## src/rtl/mdu_pkg.sv

```systemverilog
// Shared encodings for the HI/LO multiply-divide unit: op codes, FSM states, divide length.
// Pure definitions; no timing or backpressure of its own.
package mdu_pkg;

  typedef enum logic [3:0] {
    OP_MULT  = 4'd0,
    OP_MULTU = 4'd1,
    OP_DIV   = 4'd2,
    OP_DIVU  = 4'd3,
    OP_MADD  = 4'd4,
    OP_MADDU = 4'd5,
    OP_MSUB  = 4'd6,
    OP_MSUBU = 4'd7,
    OP_MTHI  = 4'd8,
    OP_MTLO  = 4'd9
  } mdu_op_e;

  typedef enum logic [1:0] {
    ST_IDLE = 2'd0,
    ST_MUL  = 2'd1,
    ST_DIV  = 2'd2,
    ST_FIX  = 2'd3
  } mdu_state_e;

  localparam int DIV_ITER = 32;

  function automatic logic op_is_mul(input logic [3:0] op);
    return op inside {OP_MULT, OP_MULTU, OP_MADD, OP_MADDU, OP_MSUB, OP_MSUBU};
  endfunction

  function automatic logic op_is_signed(input logic [3:0] op);
    return op inside {OP_MULT, OP_DIV, OP_MADD, OP_MSUB};
  endfunction

endpackage

```

## src/rtl/mdu_div_iter.sv

```systemverilog
// Restoring divider on operand magnitudes: one quotient bit per step_i, DIV_ITER steps after start_i.
// Signed results are formed combinationally from the latched signs; caller paces it via step_i.
module mdu_div_iter
  import mdu_pkg::*;
(
  input  logic        clk,
  input  logic        rst_ni,
  input  logic        start_i,
  input  logic        signed_i,
  input  logic [31:0] dividend_i,
  input  logic [31:0] divisor_i,
  input  logic        step_i,
  output logic        last_o,
  output logic [31:0] quot_o,
  output logic [31:0] rem_o
);

  localparam int ITER_W = $clog2(DIV_ITER);

  logic [31:0]       rem_q, quo_q, dvs_q;
  logic [31:0]       rem_d, quo_d;
  logic [ITER_W-1:0] iter_q;
  logic              neg_q_q, neg_r_q;
  logic              a_neg, b_neg, fits;

  assign a_neg = signed_i & dividend_i[31];
  assign b_neg = signed_i & divisor_i[31];

  // The partial remainder can reach 33 bits before the trial subtract, hence the wide compare.
  assign fits = {rem_q, quo_q[31]} >= {1'b0, dvs_q};

  always_comb begin
    rem_d = {rem_q[30:0], quo_q[31]};
    quo_d = {quo_q[30:0], 1'b0};
    if (fits) begin
      rem_d    = {rem_q[30:0], quo_q[31]} - dvs_q;
      quo_d[0] = 1'b1;
    end
  end

  always_ff @(posedge clk or negedge rst_ni) begin
    if (!rst_ni) begin
      rem_q   <= '0;
      quo_q   <= '0;
      dvs_q   <= '0;
      iter_q  <= '0;
      neg_q_q <= 1'b0;
      neg_r_q <= 1'b0;
    end else if (start_i) begin
      rem_q   <= '0;
      quo_q   <= a_neg ? -dividend_i : dividend_i;
      dvs_q   <= b_neg ? -divisor_i : divisor_i;
      iter_q  <= '0;
      neg_q_q <= a_neg ^ b_neg;
      neg_r_q <= a_neg;
    end else if (step_i) begin
      rem_q  <= rem_d;
      quo_q  <= quo_d;
      iter_q <= iter_q + ITER_W'(1);
    end
  end

  assign last_o = iter_q == ITER_W'(DIV_ITER - 1);
  assign quot_o = neg_q_q ? -quo_q : quo_q;
  assign rem_o  = neg_r_q ? -rem_q : rem_q;

endmodule

```

## src/rtl/mdu_ctrl.sv

```systemverilog
// HI/LO multiply-divide controller: MUL_LAT+1 cycles for multiplies, 34 for divides, moves in 1.
// Accepts only when idle; stall holds the pipeline while busy and an op or MFHI/MFLO is waiting.
module mdu_ctrl
  import mdu_pkg::*;
#(
  parameter int MUL_LAT = 3
) (
  input  logic        clk,
  input  logic        rst,
  input  logic        op_valid,
  input  logic [3:0]  op,
  input  logic [31:0] src_a,
  input  logic [31:0] src_b,
  input  logic        rd_req,
  input  logic        rd_sel,
  input  logic        flush,
  output logic        mul_start,
  output logic        mul_sign,
  output logic [31:0] mul_a,
  output logic [31:0] mul_b,
  input  logic [63:0] mul_p,
  output logic [31:0] rd_data,
  output logic        stall,
  output logic        busy,
  output logic [31:0] hi,
  output logic [31:0] lo
);

  localparam logic [3:0] LAT_C = 4'(MUL_LAT);

  mdu_state_e  state_q;
  logic [3:0]  op_q, lat_q;
  logic [31:0] hi_q, lo_q;
  logic [63:0] acc_d;
  logic        accept, acc_div, div_zero, div_step, div_last;
  logic [31:0] div_quot, div_rem;

  // Reset gates acceptance so nothing leaks out while rst is low.
  assign accept   = rst & (state_q == ST_IDLE) & op_valid & ~flush;
  assign acc_div  = accept & ((op == OP_DIV) || (op == OP_DIVU));
  assign div_zero = src_b == '0;
  assign div_step = (state_q == ST_DIV) & ~flush;

  assign mul_start = accept & op_is_mul(op);
  assign mul_sign  = op_is_signed(op);
  assign mul_a     = src_a;
  assign mul_b     = src_b;

  assign busy    = state_q != ST_IDLE;
  assign stall   = busy & (op_valid | rd_req);
  assign rd_data = rd_sel ? hi_q : lo_q;
  assign hi      = hi_q;
  assign lo      = lo_q;

  always_comb begin
    acc_d = mul_p;
    case (op_q)
      OP_MADD, OP_MADDU: acc_d = {hi_q, lo_q} + mul_p;
      OP_MSUB, OP_MSUBU: acc_d = {hi_q, lo_q} - mul_p;
      default:           acc_d = mul_p;
    endcase
  end

  mdu_div_iter u_div (
    .clk        (clk),
    .rst_ni     (rst),
    .start_i    (acc_div & ~div_zero),
    .signed_i   (op == OP_DIV),
    .dividend_i (src_a),
    .divisor_i  (src_b),
    .step_i     (div_step),
    .last_o     (div_last),
    .quot_o     (div_quot),
    .rem_o      (div_rem)
  );

  always_ff @(posedge clk or negedge rst) begin
    if (!rst) begin
      state_q <= ST_IDLE;
      op_q    <= '0;
      lat_q   <= '0;
      hi_q    <= '0;
      lo_q    <= '0;
    end else begin
      case (state_q)
        ST_IDLE: begin
          if (accept) begin
            case (op)
              OP_MTHI: hi_q <= src_a;
              OP_MTLO: lo_q <= src_a;
              OP_DIV, OP_DIVU: begin
                if (div_zero) begin
                  hi_q <= src_a;
                  lo_q <= '1;
                end else begin
                  state_q <= ST_DIV;
                end
              end
              OP_MULT, OP_MULTU, OP_MADD, OP_MADDU, OP_MSUB, OP_MSUBU: begin
                op_q    <= op;
                lat_q   <= 4'd1;
                state_q <= ST_MUL;
              end
              default: ;
            endcase
          end
        end
        ST_MUL: begin
          if (flush) begin
            state_q <= ST_IDLE;
            lat_q   <= '0;
          end else if (lat_q == LAT_C) begin
            {hi_q, lo_q} <= acc_d;
            state_q      <= ST_IDLE;
            lat_q        <= '0;
          end else begin
            lat_q <= lat_q + 4'd1;
          end
        end
        ST_DIV: begin
          if (flush) begin
            state_q <= ST_IDLE;
          end else if (div_last) begin
            state_q <= ST_FIX;
          end
        end
        ST_FIX: begin
          if (!flush) begin
            hi_q <= div_rem;
            lo_q <= div_quot;
          end
          state_q <= ST_IDLE;
        end
        default: state_q <= ST_IDLE;
      endcase
    end
  end

endmodule
```

## config.mk

```make
export PLATFORM = sky130hd
export DESIGN_NAME = mdu_ctrl
export DESIGN_NICKNAME = d
export VERILOG_FILES = /design/src/rtl/mdu_pkg.sv /design/src/rtl/mdu_div_iter.sv /design/src/rtl/mdu_ctrl.sv
export SDC_FILE = /design/constraint.sdc
export NUM_CORES = 1
export LEC_CHECK = 0
export BUFFER_PORTS_ARGS = -buffer_cell sky130_fd_sc_hd__buf_4
export CAP_MARGIN = 15
export CORE_AREA = 2 2 198 249
export DETAILED_ROUTE_END_ITERATION = 10
export DIE_AREA = 0 0 200 251
export PLACE_DENSITY_LB_ADDON = 0.3
export REMOVE_ABC_BUFFERS = 1
export SLEW_MARGIN = 20
export SYNTH_ARGS = -nofsm -noshare
export SYNTH_HDL_FRONTEND = slang
export SYNTH_SLANG_ARGS = --single-unit
```

## constraint.sdc

```tcl
create_clock -name clk -period 10.3 [get_ports clk]
set_clock_uncertainty 0.1 [all_clocks]
set_input_delay 2.06 -clock clk [delete_from_list [all_inputs] [get_ports clk]]
set_output_delay 2.06 -clock clk [all_outputs]
set_load 0.005 [all_outputs]
```

==> Word level (Yosys, flattened, before mapping) <==
Cells that the tools add are included.
{ "word_totals": {"latch_bits": 0, "memories": 0, "output_inout_bits": 164, "ram_bits": 0, "word_cells": 125, "regBits": 177, "mem_bits_ro": 0, "input_bits": 138} }
{ "op_classes": {"n_eq_ne": 30, "n_mux": 41, "shift": 0, "addsub": 9, "n_bitwise": 14, "n_mul": 0, "reduce_logical": 19, "div": 0, "magnitude_cmp": 1} }
{ "ops": {"columns": ["op", "count"], "rows": [
  ["2-to-1 mux 32 bit", 20],
  ["case mux 32 bit (3 select lines)", 2],
  ["negation 32 bit", 4],
  ["case mux 32 bit (2 select lines)", 2],
  ["case mux 64 bit (2 select lines)", 1],
  ["adder 64 bit", 1],
  ["subtractor 64 bit", 1],
  ["greater-or-equal comparator 33 x 32 -> 1 bit", 1],
  ["== test 4 x 3 -> 1 bit, second input constant", 8],
  ["logical NOT 32 bit", 1],
  ["subtractor 32 bit", 1],
  ["2-to-1 mux 4 bit", 4],
  ["AND reduction 7 bit", 2],
  ["== test 4 x 2 -> 1 bit, second input constant", 3],
  ["2-to-1 mux 2 bit", 6],
  ["!= test 3 bit, second input constant", 4],
  ["bitwise AND 1 bit", 10],
  ["2-to-1 mux 5 bit", 2],
  ["!= test 3 x 1 -> 1 bit, second input constant", 3],
  ["== test 4 bit, second input constant", 2],
  ["!= test 2 bit, second input constant", 4],
  ["case mux 2 bit (4 select lines)", 1],
  ["case mux 4 bit (2 select lines)", 1],
  ["AND reduction 3 bit", 2],
  ["22 further kinds", 28]
]} }

==> Longest topological paths before layout <==
Gate-level depths: netlist of run 1.
{ "depth": {"depth_word": 7, "mapped_depth": 23, "ltp_nobuf": 22} }

==> Modules after synthesis <==
Synthesis of run 1 repeated with hierarchy kept, for this count alone.
{ "unflattened": {"hier_cells": 2622, "area_unflattened_um2": 19742.7} }
{ "modules_own_cells": {"columns": ["module", "area_per_inst_um2", "seq_area_each_um2", "instances", "cells_each"], "rows": [
  ["mdu_ctrl", 10749.1, 1826.8, 1, 1490],
  ["mdu_div_iter", 8993.6, 2577.5, 1, 1132]
]} }

==> Least setup slack after synthesis of run 1 <==
No wires, ideal clock.
{ "synth_timing": {"path_kind": "in2reg", "startpoint": "input mul_p[13]", "endpoint": "register hi_q[31] (netlist: hi[31])", "path_stages": 20, "required_time_ns": 10.062, "arrival_ns": 6.239, "setup_ns": 0.138, "setup_slack_ns": 3.822, "n_path_buf": 1, "path_cell_list": "or4_1 nor4_2 and2_1 nand2_1 nor3_1 nand2_1 nor2_1 a21oi_1 xnor2_1 ha_1 clkbuf_1 a21oi_1 o21ai_0 a22oi_1 a21oi_1 a211oi_1 o31ai_1 a211oi_1 mux2i_1 o211ai_1"} }
{ "synth_between": {"elab_chain_cells": 5, "elab_cells_between_ends": 6, "cone_classes": "add/sub: 2; mux: 4"} }
{ "synth_lines": {"columns": ["item", "line_no", "rtl"], "rows": [
  ["from (decl)", "mdu_ctrl.sv:21", "input logic [63:0] mul_p,"],
  ["subtractor 64 bit / adder 64 bit (equally long branches)", "mdu_ctrl.sv:59, mdu_ctrl.sv:58", null],
  ["case mux 64 bit (2 select lines) (*)", "mdu_ctrl.sv:57", "case (op_q)"],
  ["2-to-1 mux 32 bit (*)", "mdu_ctrl.sv:112", "end else if (lat_q == LAT_C) begin"],
  ["2-to-1 mux 32 bit (*)", "mdu_ctrl.sv:109", "if (flush) begin"],
  ["case mux 32 bit (3 select lines) (*)", "mdu_ctrl.sv:85", "case (state_q)"],
  ["to (signal assigned)", "mdu_ctrl.sv:89", "OP_MTHI: hi_q <= src_a;"],
  ["to (signal assigned)", "mdu_ctrl.sv:93", "hi_q <= src_a;"],
  ["to (signal assigned)", "mdu_ctrl.sv:129", "hi_q <= div_rem;"],
  ["to (decl)", "mdu_ctrl.sv:33", "logic [31:0] hi_q, lo_q;"]
]} }
Mark *: on every way between the ends. The rest lies on a longest branch, timed or not. The select of a mux whose other input is x is not followed.
A chain may end at the register's enable or synchronous reset.

==> Worst setup path in the final report of run 1 <==
{ "layout_timing": {"startpoint": "input mul_p[13]", "endpoint": "register hi_q[29] (netlist: hi[29])"} }
Same word-level chain as after synthesis.

==> results of run 1 <==
-- routing by layer --
| metal | vias up | track usage, % |
|---|---|---|
| met5 | - | 0 |
| met4 | 0 | 16.3 |
| met3 | 172 | 3.92 |
| met2 | 808 | 53.1 |
| met1 | 9500 | 38.1 |
| li1 | 9385 | - |
-- cells by family after synthesis --
family	after synthesis	share of synthesized area, %
xor gates and xnor gates	251	11.6
and+or+nand+nor	797	19.8
DFF	176	23.2
buffers and inverters	283	6.96
adders and majority gates	105	7.00
muxes	65	3.63
AOI/OAI and AO/OA	837	27.8
-- sequential cells by signal, summed over array words and instances, names as in the netlist, 2 cells and up --
name and count:
hi 32, lo 32, u_div.dvs_q 32, u_div.quo_q 32
u_div.rem_q 32, u_div.iter_q 5, lat_q 4, op_q 3
state_q 2
-- layout make-up --
type                       count  area share [%]
inverter                      76            1.31
clock buffer                  18            1.96
tap                          644            3.69
clock inverter                13           0.578
sequential                   176            20.2
timing repair buffer         328            11.3
multi-input combinational   2055            61.0
-- path summary, 6_finish.rpt --
check	cells past startpoint	slack (ns)	to	start
max	16	2.94	hi[29]$_DFFE_PN0P_	mul_p[13]
min	2	0.38	u_div.dvs_q[29]$_DFFE_PN0P_	u_div.dvs_q[29]$_DFFE_PN0P_
max reg2reg	17	4.71	hi[29]$_DFFE_PN0P_	op_q[2]$_DFFE_PN0P_
min reg2reg	2	0.38	u_div.dvs_q[29]$_DFFE_PN0P_	u_div.dvs_q[29]$_DFFE_PN0P_
max in group asynchronous	2	7.39	state_q[1]$_DFFE_PN0P_	rst
min in group asynchronous	1	1.42	u_div.rem_q[18]$_DFFE_PN0P_	rst
-- worst max-delay path: cells and delay by family --
family / cells / cell delay [ns]
AO/OA/AOI/OAI: 4 / 1.72
AND/OR/NAND/NOR: 9 / 3.20
adder cells (fa/ha/maj): 1 / 0.38
buffers and inverters: 1 / 0.12
XOR/XNOR: 1 / 0.12
-- power by group --
part,internal (mW),leakage (nW),total [mW],switching [mW]
Sequential,0.877,2.21,1.19,0.316
Combinational,1.27,7.25,3.12,1.85
Clock,0.336,0.259,0.664,0.328
-- cells in the final DEF (no fill, tap or decap), types with 30 or more instances in the layout --
cell type / n
nor2_1: 220
or3_1: 34
dfrtp_1: 175
nand3_1: 39
mux2i_1: 34
o21ai_0: 169
a21oi_1: 220
xor2_1: 115
a31oi_1: 30
o21ai_1: 75
a21o_1: 57
nor3_1: 55
nand2_1: 254
o31ai_1: 50
xnor2_1: 136
ha_1: 103
nand4_1: 31
mux2_2: 31
buf_4: 326
inv_1: 75
-- stage by stage --
stage	util (%)	power (mW)	hold slack (ns)
6_report	45.7	4.98	0.383
5_1_grt	45.7	5.30	0.412
4_1_cts	45.7	4.94	0.390
3_5_place_dp	44.5	4.27	0.375
3_3_place_gp	44.5	4.28	0.364
2_1_floorplan	-	3.02	0.346
==> flow_summary.yaml, run 1 <==
clocking:
  cts_max_level: 4
  numCtsBuffers: 17
  clk_pin_slew_worst_paths_ns: 0.07
  cts_hold_buf: 0
  cts_setup_buffers: 0
  clk_latency_ns: 0.49
  tritoncts: "done"
  cts.path.max_buffers: 2
  postCtsResizedCells: 0
  clock_sinks: 176
  root_buffer: "clkbuf_16"
route:
  wl_per_cell_um: 23.9
  drt-initial-drc-count: 1585
  top_layer: "met4"
  drtPass1Iterations: 7
  met1_length_um: 32000
  drc: 0
  finalWirelength_um: 79100
  vias: 19900
  met2_length_um: 38300
  postRouteAntennaNets: 0
  viasPerCell: 6.00
  dr_wl_met3_um: 4740
floorplan:
  initial_core_util_pct: 39.7
  pin_count: 302
  core_area_um2: 47900
  die_x_um: 200
  die_h_um: 251
  die_area_um2: 50200
  num_rows: 90
grt:
  grt_pass1_vias: 19100
  antenna_found_initial: 0
  grt_max_degree: 131
  grt_pass1_wl_um: 117000
  grt_overflow: 0
  grt.total_usage_pct: 31.2
cells_and_area:
  layout-drive-gt1-share_pct: 16.0
  fin_nets: 2897
  seqCellArea_um2: 4410
  nFillCells: 4842
  final_area_um2: 21800
  stdcell_count: 3310
  area_delta_synth_final_pct: 15.1
  multiInputGateArea_um2: 13300
  antennaDiodeCount: 0
sta:
  setup_viol: 0
  setup_tns_ns: 0
  rsz0062_at_grt: "no"
  timing.final.hold_violations: 0
  period_needed_ns: 7.36
  period_share_pct: 71.5
  max-slew-margin-rel_pct: 24.2
  worst_slew_pin_slew_ns: 1.12
  fmax_ghz: 0.136
  timing.final.ws_setup_ns: 2.94
  finalMaxSlewViolations: 0
worst_setup_path:
  path_cells: "buf_4 > or4_1 > nor4_2 > and2_1 > nand2_1 > nor3_1 > nand2_1 > o41ai_1 > xor2_1 > ha_1 > and2_0 > nand3_1 > a211oi_1 > o21ai_0 > a32o_1 > or3_1"
  critPathMostFrequentCell: "nand2_1"
  crit_path_max_fanout: 6
  cpPeakStageDelay_ns: 0.83
  start_kind: "input pin"
  slowest_stage: "a211oi_1"
  cp_data_arrival_time_ns: 7.62
  setup.worst_path.class: "in -> reg"
  required_ns: 10.56
  crit_path_end_kind: "flip-flop"
synth:
  synthCells: 2514
  synth_common_cells: "nand2_1 (254), nor2_1 (224), a21oi_1 (221), dfrtp_1 (176), o21ai_0 (169)"
  synth-edff-count: 0
  yosys_warnings: 0
  yosysMostFrequentCell: "nand2_1"
  synth_area_leaders: "dfrtp_1 (23%), ha_1 (6.8%), xnor2_1 (6.3%)"
  synthDominantCellAreaShare_pct: 23.2
  synth_ff_type: "dfrtp_1"
  synth_area_leader_cell: "dfrtp_1"
  yosysUniqueCellTypes: 80
  netlist_area_um2: 19000
  synth-seq-area-share_pct: 23.2
  synth_seq_cells: 176
  async_reset_ff_share_pct: 100
  synth_area_per_cell_um2: 7.55
flow_run:
  maxCapViolCount: 0
placement:
  port_buffers: 301
  pre_cts_slack_ns: 2.50
  postPlaceCellArea_um2: 21300
  hpwlAfterDp_um: 62700
  placedCellCount: 3279
  place.gp.congestion: 0.996
power_and_ir_drop:
  peakVddDrop_uv: 132
  leakagePower_nw: 9.72
  powerDensity_nw_per_um2: 228
status:
  status: "finished, final reports clean"
hold_path:
  hold_path.class: "reg -> reg"
Note: power is estimated with default switching activity, not from simulation.
==> run 2, diff against run 1 <==
ABC_AREA = 1   (was unset)
CORE_AREA = 2 2 220 277   (was 2 2 198 249)
DIE_AREA = 0 0 222 279   (was 0 0 200 251)
clock period = 7.15 ns   (was 10.3 ns; I/O delays follow)
==> flow_summary.yaml, run 2 <==
clocking:
  clk_pin_slew_worst_paths_ns: 0.07
  cts_setup_buffers: 0
  clk_latency_ns: 0.52
  cts_hold_buf: 0
  cts.path.max_buffers: 2
  postCtsResizedCells: 0
  clock_sinks: 176
  tritoncts: "done"
  cts_max_level: 4
  numCtsBuffers: 17
  root_buffer: "clkbuf_16"
synth:
  synth_area_leader_cell: "nand2_1"
  yosysMostFrequentCell: "nand2_1"
  synth_area_per_cell_um2: 5.68
  yosysUniqueCellTypes: 66
  synth_area_leaders: "nand2_1 (20%), dfrtp_1 (19%), inv_1 (11%)"
  synthCells: 4146
  synth-edff-count: 0
  yosys_warnings: 0
  synthDominantCellAreaShare_pct: 19.7
  synth-seq-area-share_pct: 18.7
  synth_seq_cells: 176
  netlist_area_um2: 23500
  synth_common_cells: "nand2_1 (1232), inv_1 (701), nor2_1 (463), nand3_1 (332), o21ai_0 (218)"
  synth_ff_type: "dfrtp_1"
  async_reset_ff_share_pct: 100
cells_and_area:
  stdcell_count: 5092
  final_common_cell: "nand2_1"
  layout-drive-gt1-share_pct: 10.4
  antennaDiodeCount: 0
  final_area_um2: 26500
  fin_nets: 4557
  final_cell_mix: "nand2_1 (1232), inv_1 (700), nor2_1 (463)"
  area_delta_synth_final_pct: 12.7
grt:
  grt_pass1_vias: 25800
  grt.total_usage_pct: 33.2
  grt_overflow: 0
  grt_max_degree: 70
  grt_pass1_wl_um: 156000
  antenna_found_initial: 1
sta:
  timing.final.hold_violations: 0
  period_needed_ns: 4.97
  max-slew-margin-rel_pct: 29.8
  worst_slew_pin_slew_ns: 1.05
  setup_viol: 0
  setup_tns_ns: 0
  timing.final.ws_setup_ns: 2.18
  fmax_ghz: 0.201
  rsz0062_at_grt: "no"
  period_share_pct: 69.4
  finalMaxSlewViolations: 0
worst_setup_path:
  required_ns: 7.44
  reg2reg_from: "op_q[2]$_DFFE_PN0P_"
  crit_path_end_kind: "flip-flop"
  crit_path_max_fanout: 5
  start_kind: "input pin"
  rrSetupSlack_ns: 2.83
  ff2ff_path_depth: 19
  cp_data_arrival_time_ns: 5.26
  setup.worst_path.class: "in -> reg"
  worstReg2RegEnd: "hi[24]$_DFFE_PN0P_"
placement:
  hpwlAfterDp_um: 85600
  placedCellCount: 5060
  port_buffers: 301
  postPlaceCellArea_um2: 25900
  place.gp.congestion: 1.05
  pre_cts_slack_ns: 1.75
floorplan:
  pin_count: 302
  core_area_um2: 59200
  die_h_um: 279
  num_rows: 100
  die_area_um2: 61900
  die_x_um: 222
  initial_core_util_pct: 39.8
power_and_ir_drop:
  internal-power_mw: 3.67
  powerDensity_nw_per_um2: 312
  pwr-share-seq_pct: 23.0
  peakVddDrop_uv: 212
  combPwrFrac_pct: 64.4
  power_mw: 8.27
  clkPwrFrac_pct: 12.6
  p_sw_mw: 4.59
  leakagePower_nw: 14.6
  switching_share_pct: 55.6
hold_path:
  hold_path.class: "reg -> reg"
  hold_end: "u_div.dvs_q[29]$_DFFE_PN0P_"
  hold_depth: 2
  min_from: "u_div.dvs_q[29]$_DFFE_PN0P_"
route:
  vias: 27700
  drc: 0
  wl_per_cell_um: 20.6
  postRouteAntennaNets: 0
  drt-initial-drc-count: 2871
  viasPerCell: 5.45
  finalWirelength_um: 105000
  drtPass1Iterations: 8
status:
  status: "finished, final reports clean"
flow_run:
  maxCapViolCount: 0
[run 2: cell count changes after synthesis, sizes merged, moves of 28 or more]
| cell | before | now |
|---|---|---|
| nand2 | 255 | 1246 |
| inv | 76 | 711 |
| nand3 | 39 | 340 |
| nor2 | 224 | 485 |
| xnor2 | 136 | 24 |
| clkbuf | 118 | 56 |
| a21o | 57 | 6 |
| o31ai | 52 | 12 |
| mux2i | 34 | 0 |
| or3 | 34 | 1 |
| mux2 | 31 | 0 |
| buf | 89 | 117 |
[run 2: power by group through the flow]
| stage | Combinational, mW | Sequential, mW | Clock (mW) |
|---|---|---|---|
| global placement | 5.15 | 1.88 | 0 |
| detailed placement | 5.18 | 1.88 | 0 |
| finish | 5.32 | 1.90 | 1.04 |
| CTS | 5.20 | 1.86 | 1.05 |
| floorplan | 3.31 | 1.58 | 0 |
| global route | 5.85 | 1.90 | 1.09 |
[run 2: worst max-delay path: stages]
cell,delay (ns)
buf_4,0.12
inv_1,0.08
ha_1,0.17
nand2_1,0.10
nor2_2,0.19
inv_1,0.07
nor2_2,0.10
inv_1,0.07
nor3_2,0.28
inv_2,0.11
nor2_4,0.12
nor2_1,0.06
xor2_1,0.16
ha_1,0.39
nand2_1,0.14
nor2_1,0.17
inv_1,0.11
nor3_2,0.32
nand3_1,0.25
nand2_1,0.24
nand2_1,0.09
nand3_1,0.08
nand3_1,0.11
nand2_1,0.19
a21boi_1,0.08
[run 2: worst max path at each step]
stage	startpoint	endpoint	slack, ns
finish	mul_p[0]	hi[9]$_DFFE_PN0P_	2.18
global route	mul_p[0]	hi[25]$_DFFE_PN0P_	1.90
CTS	mul_p[0]	hi[9]$_DFFE_PN0P_	2.28
detailed placement	mul_p[0]	hi[9]$_DFFE_PN0P_	1.75
global placement	mul_p[0]	hi[9]$_DFFE_PN0P_	1.80
floorplan	op_q[3]$_DFFE_PN0P_	hi[31]$_DFFE_PN0P_	1.21
[run 2: layout make-up]
class	instances	area, um^2
Fill cell	6577	32700
Multi-Input combinational cell	3084	15500
Sequential cell	176	4400
Inverter	713	2680
Timing Repair Buffer	322	2420
Tap cell	765	957
Clock buffer	18	439
Clock inverter	14	169
[run 2: metal layers]
metal | routed length [um] | vias to the layer above | GRT usage [%] | part of all wire, %
li1 | - | 13400 | - | -
met1 | 40500 | 12700 | 39.8 | 39
met2 | 48100 | 1372 | 55.1 | 46
met3 | 8340 | 322 | 5.39 | 8.0
met4 | 7770 | 2 | 21.8 | 7.4
met5 | 12 | - | 0 | 0.011
[run 2: metrics by stage]
step | hold WS, ns | util, %
after floorplan | 0.349 | -
after global placement | 0.365 | 43.8
after detailed placement | 0.368 | 43.8
after CTS | 0.386 | 44.8
after global routing | 0.416 | 44.8
final | 0.381 | 44.8
[run 2: kinds of logic after synthesis]
logic type	share of synthesized area, %
AO/OA/AOI/OAI	14.5
adder cells (fa/ha/maj)	5.65
flip-flops	18.7
AND/OR/NAND/NOR	40.3
buffers and inverters	15.6
XOR/XNOR	5.29
